File: config.mk
export PLATFORM = sky130hd
export DESIGN_NAME = fifo_sync_param
export DESIGN_NICKNAME = d
export VERILOG_FILES = /design/src/rtl/fifo_sync_param.sv
export SDC_FILE = /design/constraint.sdc
export NUM_CORES = 1
export LEC_CHECK = 0
export ABC_AREA = 1
export CORE_ASPECT_RATIO = 1.25
export CORE_UTILIZATION = 30
export CTS_CLUSTER_SIZE = 24
export DETAILED_ROUTE_END_ITERATION = 10
export GPL_TIMING_DRIVEN = 0
export PLACE_DENSITY = 0.53
export SETUP_SLACK_MARGIN = 0.4
export SLEW_MARGIN = 10
export SYNTH_ARGS = -nofsm -noshare
export SYNTH_HDL_FRONTEND = slang
export SYNTH_SLANG_ARGS = --single-unit
File: constraint.sdc
create_clock -name Clk -period 10.8 [get_ports Clk]
set_input_delay 1.08 -clock Clk [delete_from_list [all_inputs] [get_ports Clk]]
set_output_delay 1.08 -clock Clk [all_outputs]
set_load 0.02 [all_outputs]
File: src/rtl/fifo_sync_param.sv
// fifo_sync_param: parametrised single-clock FIFO with simultaneous read/write,
// almost-full/almost-empty thresholds, occupancy output, sticky error flags and
// optional first-word-fall-through (FWFT) read mode.
//
// Ports:
//   Clk, Rst              clock, synchronous active-low reset
//   EN                    block enable (gates RD, WR, CLR_ERR)
//   WR, dataIn            write request and data
//   RD                    read request (standard) / pop acknowledge (FWFT)
//   CLR_ERR               clears OVERFLOW and UNDERFLOW (a coincident set wins)
//   dataOut, VALID        read data and its qualifier
//   EMPTY, FULL           Count == 0 / Count == DEPTH
//   ALMOST_EMPTY/FULL     Count <= AE_LEVEL / Count >= AF_LEVEL
//   Count                 occupancy 0..DEPTH
//   OVERFLOW, UNDERFLOW   sticky rejected-write / rejected-read flags
//
// Latency: standard mode 1 cycle from accepted RD to dataOut/VALID; FWFT mode
// shows the head word combinationally, one cycle after it is written.
// Backpressure: writes to a full FIFO are rejected unless a read is accepted in
// the same cycle; reads from an empty FIFO are rejected. Rejections set the
// sticky error flags and change no other state.
module fifo_sync_param #(
  parameter int DATA_WIDTH = 32,
  parameter int DEPTH      = 8,
  parameter int AF_LEVEL   = DEPTH - 2,
  parameter int AE_LEVEL   = 2,
  parameter int FWFT       = 0
) (
  input  logic                    Clk,
  input  logic                    Rst,
  input  logic                    EN,
  input  logic                    WR,
  input  logic [DATA_WIDTH-1:0]   dataIn,
  input  logic                    RD,
  input  logic                    CLR_ERR,
  output logic [DATA_WIDTH-1:0]   dataOut,
  output logic                    VALID,
  output logic                    EMPTY,
  output logic                    FULL,
  output logic                    ALMOST_EMPTY,
  output logic                    ALMOST_FULL,
  output logic [$clog2(DEPTH):0]  Count,
  output logic                    OVERFLOW,
  output logic                    UNDERFLOW
);

  localparam int AW = $clog2(DEPTH);
  localparam int CW = AW + 1;
  localparam logic [CW-1:0] DEPTH_C = CW'(DEPTH);

  logic [DATA_WIDTH-1:0] mem_q [DEPTH];

  logic [AW-1:0] rd_ptr_q, rd_ptr_d;
  logic [AW-1:0] wr_ptr_q, wr_ptr_d;
  logic [CW-1:0] cnt_q, cnt_d;
  logic          ovf_q, ovf_d;
  logic          unf_q, unf_d;

  logic          rd_acc;
  logic          wr_acc;
  logic [DATA_WIDTH-1:0] head_data;

  // A read accepted in the same cycle frees a slot, so a full FIFO still
  // accepts a write when it is also being read.
  assign rd_acc = EN && RD && (cnt_q != '0);
  assign wr_acc = EN && WR && ((cnt_q != DEPTH_C) || rd_acc);

  assign head_data = mem_q[rd_ptr_q];

  always_comb begin
    rd_ptr_d = rd_ptr_q;
    wr_ptr_d = wr_ptr_q;
    cnt_d    = cnt_q;

    if (rd_acc) rd_ptr_d = rd_ptr_q + AW'(1);
    if (wr_acc) wr_ptr_d = wr_ptr_q + AW'(1);

    case ({wr_acc, rd_acc})
      2'b10:   cnt_d = cnt_q + CW'(1);
      2'b01:   cnt_d = cnt_q - CW'(1);
      default: cnt_d = cnt_q;
    endcase

    // Set takes priority over a coincident clear.
    ovf_d = (EN && WR && !wr_acc) || (ovf_q && !(EN && CLR_ERR));
    unf_d = (EN && RD && !rd_acc) || (unf_q && !(EN && CLR_ERR));
  end

  always_ff @(posedge Clk) begin
    if (!Rst) begin
      rd_ptr_q <= '0;
      wr_ptr_q <= '0;
      cnt_q    <= '0;
      ovf_q    <= 1'b0;
      unf_q    <= 1'b0;
    end else begin
      rd_ptr_q <= rd_ptr_d;
      wr_ptr_q <= wr_ptr_d;
      cnt_q    <= cnt_d;
      ovf_q    <= ovf_d;
      unf_q    <= unf_d;
    end
  end

  // Storage is deliberately not reset; reset only blocks the write.
  always_ff @(posedge Clk) begin
    if (Rst && wr_acc) mem_q[wr_ptr_q] <= dataIn;
  end

  assign Count        = cnt_q;
  assign EMPTY        = (cnt_q == '0);
  assign FULL         = (cnt_q == DEPTH_C);
  assign ALMOST_EMPTY = (int'(cnt_q) <= AE_LEVEL);
  assign ALMOST_FULL  = (int'(cnt_q) >= AF_LEVEL);
  assign OVERFLOW     = ovf_q;
  assign UNDERFLOW    = unf_q;

  generate
    if (FWFT == 0) begin : g_std
      logic [DATA_WIDTH-1:0] dout_q, dout_d;
      logic                  vld_q, vld_d;

      // dataOut holds its last value between accepted reads; VALID is a
      // one-cycle pulse following each accepted read.
      always_comb begin
        dout_d = dout_q;
        vld_d  = rd_acc;
        if (rd_acc) dout_d = head_data;
      end

      always_ff @(posedge Clk) begin
        if (!Rst) begin
          dout_q <= '0;
          vld_q  <= 1'b0;
        end else begin
          dout_q <= dout_d;
          vld_q  <= vld_d;
        end
      end

      assign dataOut = dout_q;
      assign VALID   = vld_q;
    end else begin : g_fwft
      // Head word is always on the bus; RD acts as a pop acknowledge.
      assign dataOut = head_data;
      assign VALID   = (cnt_q != '0);
    end
  endgenerate

endmodule

==> impl_metrics.py, run 1 <==
metrics = {
    "status": {
        "status": "complete, but fails checks",
        "violations": "DRC",
    },
    "power": {
        "power.total_mw": 2.724,
        "p_per_area_nw_per_um2": 175.0,
        "ir_drop_v": 0.0001355,
        "p_leak_nw": 6.578,
    },
    "floorplan": {
        "coreArea_um2": 42040,
        "die_area_um2": 43350,
        "start_util_pct": 30.34,
        "die_h_um": 232.5,
        "io-pin-count": 81,
        "fp.dieW_um": 186.4,
        "rows": 84,
    },
    "setup_path": {
        "critPathArrivalTime_ns": 3.41,
        "cp.buffers_inverters": 5,
        "crit_path_end_kind": "register",
        "cp_common_cell": "buf_4",
        "path_class": "in2reg",
        "rrSetupSlack_ns": 8.30,
        "cp_slowest_cell": "nor4_2",
        "r2r_cells": 14,
        "slowest_delay_ns": 0.74,
        "cp.required_ns": 11.07,
        "setup.worst_path.start": "Rst",
        "critPathLaunchType": "primary input",
        "crit-reg2reg-launch": "Count[1]$_SDFFE_PN0P_",
        "path_cells": "clkdlybuf4s50_1, inv_1, nor4_2, buf_4, buf_4, buf_4",
        "crit_fanout": 8,
        "timing.rr.end": "Count[3]$_SDFFE_PN0P_",
        "cpLargestDelayFamily": "buffers and inverters",
        "critical_path_cell_count": 6,
        "endpoint": "mem_q[4][5]$_DFFE_PP_",
    },
    "synth": {
        "yosysUniqueCellTypes": 23,
        "seq_area_frac_synth_pct": 67.34,
        "ys_dominant_reg_cell": "edfxtp_1",
        "netlist_top_cells_area": "edfxtp_1 (60%), nand2_1 (9.1%), inv_1 (8.1%)",
        "synth-edff-count": 256,
        "post-synth-top-area-cell": "edfxtp_1",
        "yosysWarnings": 0,
        "synth_cells": 1261,
        "synth_top_area_share_pct": 60.28,
        "syn_area_per_cell_um2": 10.11,
        "synth-seq-cells": 301,
        "syn_area_um2": 12750,
        "synthArstFlopShare_pct": 0,
        "synth_nets": 1305,
    },
    "grt": {
        "gr-total-overflow": 0,
        "grt_max_degree": 22,
        "grt_usage_pct": 15.01,
        "antenna_found_initial": 1,
        "grt_pass1_vias": 8338,
        "grt_pass1_wl_um": 49070,
    },
    "cells_and_area": {
        "final_common_cell": "nand2_1",
        "layout_common_cells": "nand2_1 (310), inv_1 (275), edfxtp_1 (256)",
        "antennaDiodeCount": 0,
        "area_delta_synth_final_pct": 22.04,
        "drive_above_1_share_pct": 9.072,
        "layout.nets": 1431,
    },
    "timing": {
        "setup_viol_count_final": 0,
        "min_period_over_period_pct": 29.07,
        "fin_worst_skew_ns": 0.01326,
        "slew_headroom_pct": 47.25,
        "timing.fmax_mhz": 318.5,
        "tns_ns": 0,
        "setup_ws_ns": 7.661,
        "slew_viol_final": 0,
        "rsz0062_at_grt": "false",
        "worst_pin_slew_ns": 0.7847,
        "hold_viol": 0,
        "period_needed_ns": 3.139,
    },
    "routing": {
        "drt_wl_total_um": 32380,
        "drt_pass1_iterations": 8,
        "drt_iter0_markers": 656,
        "viasPerCell": 4.401,
        "ant_nets": 0,
        "drc": 1,
        "via_count": 8670,
        "wl_per_cell_um": 16.44,
    },
    "placement": {
        "gp_congestion": 0.7528,
        "dp_hpwl_um": 21510,
        "place_ws_ns": 7.144,
        "port_buffers": 80,
    },
    "clocking": {
        "cts_hold_buf": 0,
        "cts_buffer_depth": 3,
        "htreeDepth": 1,
        "postCtsSetupRepairBufs": 0,
        "clk_pin_slew_ns": 0.06,
        "cts_buffers": 31,
        "cts-root-buf": "clkbuf_16",
        "cts_tree": "yes",
        "post_cts_resized": 0,
        "cts_sinks": 301,
        "clock_latency_ns": 0.56,
    },
    "worst_hold_path": {
        "hp-class": "reg2reg",
        "hold_depth": 2,
    },
    "job": {
        "max_cap_violations": 0,
    },
}
-- worst reg2reg max path: cells and delay by family (launching register included) --
kind | cells | cell delay, ns
compound gates | 1 | 0.13
fa+ha+maj | 2 | 0.53
buf+inv | 3 | 0.47
flops | 1 | 0.44
simple gates | 8 | 0.85
-- layout make-up --
| type | count | area, um^2 |
|---|---|---|
| fillers | 4155 | 26480 |
| plain buffers | 60 | 307.8 |
| clock buffers | 41 | 833.3 |
| well taps | 559 | 699.4 |
| flip-flops and latches | 301 | 8588 |
| inverters | 277 | 1040 |
| clock inverters | 16 | 206.4 |
| repair buffers | 93 | 1013 |
| multi-input cells | 623 | 2877 |
-- power breakdown --
group / switching [mW] / leakage (nW) / internal, mW
clock network: 0.439 / 0.507 / 0.659
logic: 0.213 / 3.40 / 0.115
registers: 0.0137 / 2.67 / 1.28
total: 0.665 / 6.58 / 2.06
-- cell families after synthesis --
| logic type | count (synthesis) | synth area share, % |
|---|---|---|
| flip-flops | 301 | 67.34 |
| AND/OR/NAND/NOR | 531 | 17.70 |
| AO/OA/AOI/OAI | 84 | 3.610 |
| adder cells (fa/ha/maj) | 6 | 0.6475 |
| buffers and inverters | 337 | 10.57 |
| XOR/XNOR | 2 | 0.1374 |
-- cell usage after synthesis (all sizes together), types with 2 or more instances --
cell	number
nand2	312
or2	2
buf	50
dfxtp	45
inv	277
nor4	2
a21oi	41
clkbuf	10
edfxtp	256
nor2	17
o21ai	42
nand3	197
ha	5
-- how the worst min path moves through the flow --
| stage | startpoint | to | slack, ns |
|---|---|---|---|
| final | UNDERFLOW$_SDFF_PN0_ | UNDERFLOW$_SDFF_PN0_ | 0.48 |
| after global routing | UNDERFLOW$_SDFF_PN0_ | UNDERFLOW$_SDFF_PN0_ | 0.53 |
| after CTS | UNDERFLOW$_SDFF_PN0_ | UNDERFLOW$_SDFF_PN0_ | 0.49 |
| after detailed placement | UNDERFLOW$_SDFF_PN0_ | UNDERFLOW$_SDFF_PN0_ | 0.48 |
| after global placement | UNDERFLOW$_SDFF_PN0_ | UNDERFLOW$_SDFF_PN0_ | 0.47 |
| after floorplan | wr_ptr_q[2]$_SDFFE_PN0P_ | wr_ptr_q[2]$_SDFFE_PN0P_ | 0.50 |
-- per-stage QoR --
step                      area, um^2  std cells  hold slack [ns]  util, %
after global placement         14250       1900           0.4721    33.90
after global routing           15560       1970           0.5330    37.02
after floorplan                12750       1261           0.5010        -
after CTS                      15560       1970           0.4894    37.02
after detailed placement       14530       1913           0.4805    34.55
final                          15560       1970           0.4829    37.02
-- sequential cells by signal (all words and copies together) (netlist names) --
signal and count:
mem_q 256, rd_ptr_q 3, dataOut 32, wr_ptr_q 3, Count 4, VALID 1
UNDERFLOW 1, OVERFLOW 1
-- metal layers --
layer / global-route usage, % / routed length [um]
met1: 18.14 / 13450
met2: 27.34 / 16510
met3: 1.870 / 1574
met4: 5.320 / 830
met5: 0 / 15
No activity file was read; power rests on OpenSTA's default activity.
==> run 2: changes to the inputs <==
- clock period: 10.8 -> 2.89 ns (I/O delays scaled with it)
==> impl_metrics.py, run 2 (synthesis gave the netlist of run 1 again) <==
metrics = {
    "status": {
        "status": "finished clean",
    },
    "cells_and_area": {
        "top_register": "mem_q",
        "drive_above_1_share_pct": 9.433,
        "area_delta_synth_final_pct": 21.70,
        "layout_common_cells": "nand2_1 (309), inv_1 (275), edfxtp_1 (256)",
        "multiInputGateArea_um2": 2895,
        "fill_cells": 4153,
        "final_cell_area_um2": 15520,
        "final_common_cell": "nand2_1",
        "layout.nets": 1430,
        "largest_register_ffs": 256,
        "final-seq-area_um2": 8593,
        "final_core_utilization_pct": 36.92,
        "antennaDiodeCount": 0,
    },
    "worst_hold_path": {
        "hp-class": "in2reg",
    },
    "clocking": {
        "clock_latency_ns": 0.57,
        "cts-root-buf": "clkbuf_16",
        "cts_buffers": 31,
        "cts_buffer_depth": 3,
        "cts_tree": "yes",
        "cts_sinks": 301,
        "clk_pin_slew_ns": 0.06,
        "htreeDepth": 1,
    },
    "power": {
        "p_leak_nw": 6.549,
        "p_int_mw": 7.423,
        "p_clk_share_pct": 38.4,
        "ir_drop_v": 0.0004890,
        "p_sw_mw": 2.474,
        "pwr-share-comb_pct": 12.5,
        "p_per_area_nw_per_um2": 637.7,
        "p_sw_share_pct": 25.00,
        "p_seq_share_pct": 49.1,
    },
    "setup_path": {
        "crit_path_end_kind": "register",
        "path_class": "reg2reg",
        "cp.required_ns": 3.38,
        "critPathArrivalTime_ns": 2.80,
        "crit_fanout": 10,
        "critPathLaunchType": "register",
    },
    "routing": {
        "via_count": 8634,
        "drt_iter0_markers": 610,
        "drt_wl_total_um": 32970,
        "wl_per_cell_um": 16.75,
        "drc": 0,
        "ant_nets": 0,
        "viasPerCell": 4.385,
        "drt_pass1_iterations": 7,
    },
    "placement": {
        "placed_area_um2": 14530,
        "gp_congestion": 0.7371,
        "port_buffers": 80,
        "dp_hpwl_um": 21430,
    },
    "timing": {
        "period_needed_ns": 2.309,
        "slew_viol_final": 0,
        "slew_headroom_pct": 47.50,
        "min_period_over_period_pct": 79.91,
        "timing.fmax_mhz": 433.0,
        "rsz0062_at_grt": "false",
        "hold_viol": 0,
        "tns_ns": 0,
        "worst_pin_slew_ns": 0.7875,
        "setup_viol_count_final": 0,
        "fin_worst_skew_ns": 0.008601,
    },
    "grt": {
        "grt_pass1_vias": 8551,
        "grt_usage_pct": 15.43,
        "grt_max_degree": 22,
        "gr-total-overflow": 0,
        "grt_pass1_wl_um": 50310,
        "antenna_found_initial": 0,
    },
    "floorplan": {
        "fp.dieW_um": 186.4,
        "start_util_pct": 30.34,
        "coreArea_um2": 42040,
        "io-pin-count": 81,
        "die_h_um": 232.5,
        "rows": 84,
        "die_area_um2": 43350,
    },
    "job": {
        "max_cap_violations": 0,
    },
}
[run 2: cell types whose count changed in the layout (fill, tap and decap cells not counted), moves of 2 or more]
cell / before / now
clkbuf_8: 2 / 5
clkinv_1: 4 / 2
clkbuf_1: 18 / 20
bufinv_16: 5 / 1
buf_6: 4 / 6
dfxtp_1: 45 / 41
dfxtp_2: 0 / 4
clkinv_2: 5 / 7
buf_4: 5 / 2
[run 2: cell type report]
cell class	instances	area share [%]
plain buffers	60	1.983
clock inverters	11	0.5159
flip-flops and latches	301	55.36
inverters	277	6.699
clock buffers	46	5.683
repair buffers	92	6.594
well taps	559	4.506
multi-input cells	623	18.65
[run 2: routing by layer]
metal / up-vias / wire length [um] / share of wire [%] / global-route usage (%)
li1: 4288 / - / - / -
met1: 4080 / 14000 / 42 / 18.79
met2: 213 / 16560 / 50 / 27.65
met3: 53 / 1584 / 4.8 / 2.157
met4: 0 / 826 / 2.5 / 5.682
met5: - / 0 / 0 / 0
[run 2: stage by stage]
| step | hold WS (ns) | instances | setup WS (ns) | power (mW) |
|---|---|---|---|---|
| after floorplan | 0.3879 | 1261 | -0.03098 | 5.627 |
| after global placement | 0.4724 | 1900 | -1.892 | 6.168 |
| after detailed placement | 0.4865 | 1910 | 0.1017 | 6.191 |
| after CTS | 0.3810 | 1967 | 0.4356 | 9.988 |
| after global routing | 0.4114 | 1969 | 0.4139 | 10.26 |
| final | 0.4007 | 1969 | 0.5805 | 9.897 |
[run 2: power groups by stage]
stage / Clock (mW) / Sequential, mW / Combinational (mW)
CTS: 3.88 / 4.86 / 1.25
detailed placement: 0 / 4.95 / 1.24
global placement: 0 / 4.95 / 1.22
finish: 3.80 / 4.86 / 1.24
global route: 4.03 / 4.87 / 1.37
floorplan: 0 / 5.01 / 0.614
[run 2: final timing paths]
path | from | end | slack (ns) | cells after the start
setup / recovery | Count[0]$_SDFFE_PN0P_ | Count[3]$_SDFFE_PN0P_ | 0.58 | 14
hold reg to reg | UNDERFLOW$_SDFF_PN0_ | UNDERFLOW$_SDFF_PN0_ | 0.49 | 2
hold / removal | WR | OVERFLOW$_SDFF_PN0_ | 0.40 | 4
setup reg to reg | Count[0]$_SDFFE_PN0P_ | Count[3]$_SDFFE_PN0P_ | 0.58 | 14
[run 2: timing repair]
| item | in CTS | in global routing |
|---|---|---|
| hold buffers | 0 | 0 |
| setup endpoints to repair | 0 | 56 |
| setup buffers | 0 | 2 |
| gates resized for setup | 0 | 7 |
[run 2: critical path, stage by stage, from the launching register on]
cell	delay (ns)
dfxtp_2	0.34
nor2_1	0.17
nand2_2	0.10
nand2_4	0.11
inv_2	0.06
buf_6	0.15
buf_6	0.15
ha_2	0.21
ha_1	0.30
or2_2	0.31
nand2_1	0.07
nand2_1	0.04
nand2_1	0.05
nand2_1	0.05
a21oi_1	0.11
==> run 3: changes to the inputs <==
- PLACE_DENSITY: 0.53 -> 0.55
- clock period: 2.89 -> 1.9 ns (I/O delays scaled with it)
==> impl_metrics.py, run 3 (synthesis gave the netlist of run 1 again) <==
metrics = {
    "setup_path": {
        "crit_path_end_kind": "register",
        "crit_fanout": 4,
        "critPathLaunchType": "register",
        "path_cells": "nor2_4, nand2_2, nand2_4, inv_4, buf_8, buf_12, ha_4, ha_4, or2_4, nand2_2, nand2_1, nand2_1, nand2_2, a21oi_2",
        "critPathArrivalTime_ns": 2.48,
        "r2r_cells": 14,
        "timing.rr.end": "Count[3]$_SDFFE_PN0P_",
        "cpLargestDelayFamily": "simple AND/OR/NAND/NOR gates",
        "cp.buffers_inverters": 3,
        "path_class": "reg2reg",
        "cp.required_ns": 2.39,
        "crit-reg2reg-launch": "Count[3]$_SDFFE_PN0P_",
        "cp_common_cell": "nand2_2",
        "slowest_delay_ns": 0.36,
        "rrSetupSlack_ns": -0.09,
        "cp_slowest_cell": "dfxtp_4",
    },
    "status": {
        "violations": "DRC, setup timing",
        "status": "complete, but fails checks",
    },
    "placement": {
        "place_inst": 1904,
        "port_buffers": 80,
        "place_ws_ns": -0.9907,
        "gp_congestion": 0.7476,
        "placed_area_um2": 14400,
        "dp_hpwl_um": 20850,
    },
    "clocking": {
        "cts_tree": "yes",
        "cts_buffers": 30,
        "cts_buffer_depth": 3,
        "cts-root-buf": "clkbuf_16",
        "clock_latency_ns": 0.56,
        "cts_sinks": 301,
        "clk_pin_slew_ns": 0.06,
        "cts_hold_buf": 0,
        "htreeDepth": 1,
    },
    "routing": {
        "via_count": 9175,
        "ant_nets": 0,
        "drt_wl_total_um": 36560,
        "drt_pass1_iterations": 8,
        "wl_per_cell_um": 17.90,
        "drc": 1,
        "viasPerCell": 4.493,
        "drt_iter0_markers": 673,
    },
    "timing": {
        "worst_pin_slew_ns": 0.6919,
        "min_period_over_period_pct": 104.8,
        "tns_ns": -0.2042,
        "setup_ws_ns": -0.09195,
        "timing.hold.ws_ns": 0.3223,
        "hold_viol": 0,
        "rsz0062_at_grt": "true",
        "fin_worst_skew_ns": 0.007287,
        "setup_viol_count_final": 3,
        "period_needed_ns": 1.992,
        "slew_headroom_pct": 53.87,
        "timing.fmax_mhz": 502.0,
        "slew_viol_final": 0,
    },
    "worst_hold_path": {
        "hold_depth": 4,
        "hp-class": "in2reg",
        "hold_path_end": "OVERFLOW$_SDFF_PN0_",
        "hp-start": "WR",
    },
    "floorplan": {
        "die_area_um2": 43350,
        "coreArea_um2": 42040,
        "start_util_pct": 30.34,
        "die_h_um": 232.5,
        "rows": 84,
        "io-pin-count": 81,
        "fp.dieW_um": 186.4,
    },
    "cells_and_area": {
        "final_cell_area_um2": 16930,
        "final_cells": 2042,
        "layout.nets": 1502,
        "area_delta_synth_final_pct": 32.75,
        "drive_above_1_share_pct": 16.87,
        "largest_register_ffs": 256,
        "top_register": "mem_q",
        "final_core_utilization_pct": 40.27,
        "layout_common_cells": "nand2_1 (305), inv_1 (269), edfxtp_1 (256)",
        "final_common_cell": "nand2_1",
    },
    "grt": {
        "antenna_found_initial": 2,
        "grt_pass1_wl_um": 54370,
        "grt_pass1_vias": 8982,
        "grt_usage_pct": 16.85,
        "grt_max_degree": 17,
        "gr-total-overflow": 0,
    },
    "job": {
        "max_cap_violations": 0,
    },
    "power": {
        "p_per_area_nw_per_um2": 915.7,
        "p_leak_nw": 7.597,
        "power.total_mw": 15.50,
        "ir_drop_v": 0.0006884,
    },
}
run 3: cell count changes in the layout (fill, tap and decap cells not counted), moves of 6 or more:
cell | before | now
buf_12 | 3 | 28
clkdlybuf4s15_1 | 0 | 6
inv_1 | 275 | 269
clkdlybuf4s50_1 | 80 | 37
buf_4 | 2 | 38
buf_2 | 42 | 10
clkbuf_2 | 0 | 9
dlymetal6s2s_1 | 0 | 27
clkbuf_1 | 20 | 9
nor2_4 | 7 | 15
buf_6 | 6 | 30
clkbuf_4 | 0 | 16
run 3: how the worst max path moves through the flow:
stage,from,endpoint,cells past startpoint
detailed placement,EN,mem_q[6][0]$_DFFE_PP_,6
finish,Count[3]$_SDFFE_PN0P_,Count[3]$_SDFFE_PN0P_,14
global placement,Rst,mem_q[4][7]$_DFFE_PP_,3
CTS,Count[1]$_SDFFE_PN0P_,Count[3]$_SDFFE_PN0P_,14
global route,Count[3]$_SDFFE_PN0P_,Count[3]$_SDFFE_PN0P_,14
floorplan,Count[2]$_SDFFE_PN0P_,mem_q[4][0]$_DFFE_PP_,4
run 3: final cells by class:
cell class | instances | area (um^2)
antenna | 1 | 2.502
buffer | 60 | 449.2
clock buffer | 40 | 849.6
clock inverter | 16 | 146.4
fill | 3962 | 25110
inverter | 277 | 1050
multi-input combinational | 629 | 3062
sequential | 301 | 8605
tap | 559 | 699.4
timing repair buffer | 159 | 2067
run 3: what timing repair did:
item / CTS / global route
endpoints found under the hold margin: 0 / 0
endpoints found under the setup margin: 336 / 332
cloned: 15 / 2
gates resized for setup: 100 / 145
pin swaps: 25 / 15
buffers inserted: 53 / 11
run 3: per-layer routing:
metal	global-route usage, %	wire [um]	vias up
met3	3.107	2246	62
met5	0	17	-
met4	6.457	1107	2
met1	19.94	14560	4380
met2	30.18	18630	269
li1	-	-	4462
run 3: worst register-to-register path: stages, from the launching register on:
cell and delay [ns]:
dfxtp_4 0.36, nor2_4 0.11, nand2_2 0.08, nand2_4 0.11, inv_4 0.05, buf_8 0.12
buf_12 0.12, ha_4 0.17, ha_4 0.21, or2_4 0.24, nand2_2 0.06, nand2_1 0.06
nand2_1 0.07, nand2_2 0.06, a21oi_2 0.10
run 3: where the power goes:
group	internal (mW)	leakage, nW	switching, mW
logic	0.838	4.44	1.32
clock network	3.42	0.483	2.53
registers	7.31	2.68	0.0915
total	11.6	7.60	3.94
